===== config.mk =====
export PLATFORM = sky130hd
export DESIGN_NAME = bcd_serial_alu_ctrl
export DESIGN_NICKNAME = d
export VERILOG_FILES = /design/src/rtl/bcd_serial_alu_ctrl.sv
export SDC_FILE = /design/constraint.sdc
export NUM_CORES = 1
export LEC_CHECK = 0
export ABC_AREA = 1
export CORE_ASPECT_RATIO = 1.1
export CORE_MARGIN = 2
export CORE_UTILIZATION = 30
export CTS_CLUSTER_DIAMETER = 80
export CTS_CLUSTER_SIZE = 8
export DETAILED_ROUTE_END_ITERATION = 8
export GPL_TIMING_DRIVEN = 0
export HOLD_SLACK_MARGIN = 0.06
export PLACE_DENSITY = 0.62
export SLEW_MARGIN = 20
export SYNTH_ARGS = -nofsm -noshare
export SYNTH_HDL_FRONTEND = slang
export SYNTH_SLANG_ARGS = --single-unit

===== constraint.sdc =====
create_clock -name clk -period 2.85 [get_ports clk]
set_input_delay 0.4275 -clock clk [delete_from_list [all_inputs] [get_ports clk]]
set_output_delay 0.4275 -clock clk [all_outputs]
set_load 0.01 [all_outputs]

===== src/rtl/bcd_serial_alu_ctrl.sv =====
// Serial packed-BCD add/subtract sequencer.
// The operands are processed one decimal digit per clock, least significant
// digit first, through a single shared one-digit BCD adder cell.
// Subtraction uses ten's complement: each B digit is replaced by its nines
// complement, and the initial carry is set to 1.
module bcd_serial_alu_ctrl #(
  parameter int DIGITS = 4
) (
  input  logic                  clk,
  input  logic                  rst,
  input  logic                  start,
  input  logic                  sub,
  input  logic [4*DIGITS-1:0]   a,
  input  logic [4*DIGITS-1:0]   b,
  output logic                  busy,
  output logic                  done,
  output logic [4*DIGITS-1:0]   result,
  output logic                  cout,
  output logic                  err
);

  localparam int W  = 4 * DIGITS;
  localparam int IW = (DIGITS > 1) ? $clog2(DIGITS) : 1;

  typedef enum logic [1:0] {IDLE, RUN, DONE} state_t;

  state_t        state;
  state_t        state_next;
  logic [W-1:0]  a_q;
  logic [W-1:0]  b_q;
  logic          sub_q;
  logic [IW-1:0] idx;
  logic          carry;

  logic          op_bad;
  logic          last_digit;
  logic [3:0]    a_dig;
  logic [3:0]    b_dig;
  logic [3:0]    bd;
  logic [4:0]    sum;
  logic [4:0]    sum_adj;
  logic [3:0]    digit;
  logic          carry_out;

  function automatic logic has_bad_digit(input logic [W-1:0] v);
    logic bad;
    bad = 1'b0;
    for (int i = 0; i < DIGITS; i++) begin
      if (v[4*i +: 4] > 4'd9) bad = 1'b1;
    end
    return bad;
  endfunction

  // Operand validity check on the live inputs, used only at acceptance
  always_comb begin
    op_bad     = has_bad_digit(a) | has_bad_digit(b);
    last_digit = (idx == IW'(DIGITS - 1));
  end

  // One-digit BCD adder cell operating on the current digit of the latched operands
  always_comb begin
    a_dig     = a_q[4*idx +: 4];
    b_dig     = b_q[4*idx +: 4];
    bd        = sub_q ? (4'd9 - b_dig) : b_dig;
    sum       = {1'b0, a_dig} + {1'b0, bd} + {4'b0000, carry};
    sum_adj   = sum - 5'd10;
    carry_out = (sum > 5'd9);
    digit     = carry_out ? sum_adj[3:0] : sum[3:0];
  end

  // State register
  always_ff @(posedge clk) begin
    if (rst) state <= IDLE;
    else     state <= state_next;
  end

  // Next-state and status decode
  always_comb begin
    state_next = state;
    busy       = (state != IDLE);
    done       = (state == DONE);
    case (state)
      IDLE:    if (start) state_next = op_bad ? DONE : RUN;
      RUN:     if (last_digit) state_next = DONE;
      DONE:    state_next = IDLE;
      default: state_next = IDLE;
    endcase
  end

  // Operand latching, digit write-back and flag updates
  always_ff @(posedge clk) begin
    if (rst) begin
      a_q    <= '0;
      b_q    <= '0;
      sub_q  <= 1'b0;
      idx    <= '0;
      carry  <= 1'b0;
      result <= '0;
      cout   <= 1'b0;
      err    <= 1'b0;
    end else begin
      case (state)
        IDLE: begin
          if (start) begin
            a_q    <= a;
            b_q    <= b;
            sub_q  <= sub;
            idx    <= '0;
            carry  <= sub;
            result <= '0;
            err    <= op_bad;
            if (op_bad) cout <= 1'b0;
          end
        end
        RUN: begin
          result[4*idx +: 4] <= digit;
          carry              <= carry_out;
          if (last_digit) cout <= sub_q ? ~carry_out : carry_out;
          else            idx  <= idx + IW'(1);
        end
        default: ;
      endcase
    end
  end

endmodule


==> out/metrics.csv <==
stage,metric,value,unit
status,outcome,"finished, violations left",
status,violations,setup timing,
yosys,yosysSeqAreaShare,39.2,%
yosys,synthTopCellsByArea,"dfxtp_1 39%, nor2_1 12%, o21ai_0 8.2%",
yosys,yosysMostFrequentCell,nor2_1,
clock_network,clk_pin_slew,0.10,ns
floorplan,die_w,97.1,um
yosys,ys_types,39,
yosys,synth.avg_cell_area,7.16,sq um
detailed_routing,routedWlPerCell,12.7,um
finish,fin_nets,529,
placement,io_buffers,55,
detailed_routing,drt_first_iter_violations,212,
finish,drive_above_1_share,18.0,%
global_routing,grt_pass1_wl,12300,um
global_routing,grt_pass1_vias,2689,
placement,hpwl,5700,um
yosys,yosysWarnings,0,
floorplan,coreArea,0.00931,sq mm
sta,relSlewSlack,70.1,%
finish,fin_cells,600,
clock_network,cts_tree,built,
placement,dp_cells,571,
yosys,async_flop_share,0,%
global_routing,grt_overflow,0,
floorplan,die_height,106,um
detailed_routing,drtAntennaViolNets,0,
clock_network,cts_root_buf,clkbuf_8,
sta,rsz0062_at_grt,yes,
sta,clock_skew,0.00991,ns
placement,placedInstanceArea,0.00360,sq mm
power,p_leak,1.61,nW
placement,gp_congestion,0.811,
flow_run,drv_cap,0,
global_routing,track_usage,14.6,%
setup_path,crit_type,register to register,
detailed_routing,viasPerCell,4.72,
yosys,synth_area,0.00286,sq mm
finish,fillers,937,
clock_network,numCtsBuffers,5,
detailed_routing,drt-total-wl,7600,um
power,ir_worst_vdd,0.220,mV
yosys,syn-num-nets,446,
floorplan,start_util,30.7,%
sta,drv_slew,0,
hold_path,hold_path_class,register to register,
clock_network,ctsHoldBuffers,0,
yosys,ys_ff_latch,56,
clock_network,clock_latency,0.32,ns
floorplan,die_area,0.0103,sq mm
setup_path,cp_max_fo,10,
setup_path,crit_arrival,3.24,ns
setup_path,end_kind,register,
sta,fin_crit_sh,105,%
floorplan,num_rows,37,
yosys,postSynthCellCount,399,
sta,tightestPinTransition,0.448,ns
placement,post-place-ws,-0.395,ns
floorplan,num_io_pins,56,
detailed_routing,drc,0,
detailed_routing,vias,2834,
sta,fmax,335,MHz
yosys,synth_top_cell_by_area,dfxtp_1,
clock_network,htreeDepth,2,
sta,hold_violations,0,
setup_path,cp.required,3.10,ns
sta,period_minus_slack,2.99,ns
setup_path,crit_path_start_kind,register,
finish,syn2layout_area_growth,39.9,%
power,power.density,549,mW/mm^2
finish,design_area,0.00400,sq mm
yosys,synth_top_area_share,39.2,%
sta,fin_ws,-0.138,ns
sta,finalSetupViolCount,13,
finish,antenna_cells,0,
global_routing,grt_max_degree,18,
clock_network,clkSinkCount,56,
detailed_routing,dr.pass1.iters,4,
yosys,synth_edf_count,0,
yosys,netlist_top_cells_count,"88 x nor2_1, 56 x dfxtp_1, 54 x nand2_1",
clock_network,cts_max_path_buffers,2,
global_routing,antenna_found_initial,0,
yosys,synthFlopType,dfxtp_1,
==> routing by layer <==
layer  track usage (%)  wire length [um]
met5                 0                 0
met4              5.43               162
met3              3.02               344
met2              25.8              3710
met1              17.5              3380
==> area by class of cell <==
type	instances	area, sq um	area share [%]
clock inverters	2	13.8	0.344
flip-flops and latches	56	1130	28.2
plain buffers	18	150	3.76
well taps	117	146	3.66
repair buffers	76	708	17.7
inverters	38	155	3.88
clock buffers	6	82.6	2.07
multi-input cells	287	1620	40.4
==> path summary, 6_finish.rpt <==
path                   from         end  slack [ns]  cells after the start
setup / recovery     idx[0]  result[13]       -0.14                     17
hold / removal    result[8]   result[8]        0.47                      2
setup reg to reg     idx[0]  result[13]       -0.14                     17
hold reg to reg   result[8]   result[8]        0.47                      2
==> timing repair <==
item                       4_1_cts  5_1_grt
gates resized for setup         18       20
setup endpoints to repair       14       14
buffers inserted                16        5
pin swaps                       13       21
==> placed cells by master (no fill, tap or decap), types with 3 or more instances in the layout <==
| master | netlist | routed |
|---|---|---|
| clkbuf_8 | 3 | 8 |
| a21oi_1 | 24 | 20 |
| nor3_1 | 3 | 3 |
| o21a_1 | 4 | 4 |
| dfxtp_1 | 56 | 54 |
| nor2_1 | 88 | 85 |
| nand3_1 | 14 | 13 |
| nor2_2 | 2 | 4 |
| nand2_2 | 8 | 4 |
| o21ai_1 | 3 | 3 |
| nand2_4 | 1 | 8 |
| ha_1 | 9 | 7 |
| buf_4 | 1 | 22 |
| clkdlybuf4s50_1 | 0 | 55 |
| nand4_1 | 6 | 6 |
| nand2_1 | 54 | 51 |
| o22ai_1 | 4 | 3 |
| nand3_2 | 2 | 3 |
| inv_2 | 4 | 8 |
| a21oi_2 | 0 | 4 |
| clkbuf_1 | 8 | 8 |
| inv_1 | 32 | 28 |
| o21ai_0 | 47 | 45 |
==> logic make-up (layout without fill, tap and decap cells) <==
| logic type | count (synthesis) | after routing | synth area share (%) |
|---|---|---|---|
| flip-flops | 56 | 56 | 39.2 |
| adder cells (fa/ha/maj) | 11 | 11 | 5.34 |
| XOR/XNOR | 2 | 2 | 0.613 |
| AO/OA/AOI/OAI | 90 | 90 | 17.6 |
| buffers and inverters | 56 | 140 | 8.93 |
| AND/OR/NAND/NOR | 184 | 184 | 28.2 |
==> critical path: stages, from the launching register on <==
cell       delay, ns
dfxtp_2         0.34
buf_8           0.14
clkbuf_16       0.16
buf_4           0.14
clkbuf_8        0.16
o21ai_0         0.17
o22ai_1         0.15
fa_1            0.59
inv_2           0.07
ha_4            0.16
nand2_1         0.04
a21boi_2        0.15
nand2_2         0.10
nand2_4         0.13
nand2_4         0.07
nand2_4         0.07
nand4_1         0.12
a21oi_2         0.16
==> power by group <==
group	internal, W	switching (W)
registers	0.000828	0.0000293
clock network	0.000200	0.000270
logic	0.000382	0.000484
total	0.00141	0.000783
==> flip-flops by register name (all words and copies together), names as in the netlist <==
name and cells:
state 2, a_q 16, sub_q 1, result 16, cout 1, b_q 16, err 1, idx 2
carry 1
==> stage by stage <==
step / hold slack (ns) / total power [W] / setup TNS (ns) / util (%)
2_1_floorplan: 0.449 / 0.00135 / 0 / -
3_3_place_gp: 0.454 / 0.00151 / -3.96 / 38.7
3_5_place_dp: 0.454 / 0.00153 / -4.48 / 38.7
4_1_cts: 0.470 / 0.00210 / -1.39 / 41.7
5_1_grt: 0.497 / 0.00233 / -2.98 / 43.0
6_report: 0.470 / 0.00219 / -0.923 / 43.0
(Power assumes the default switching activity.)
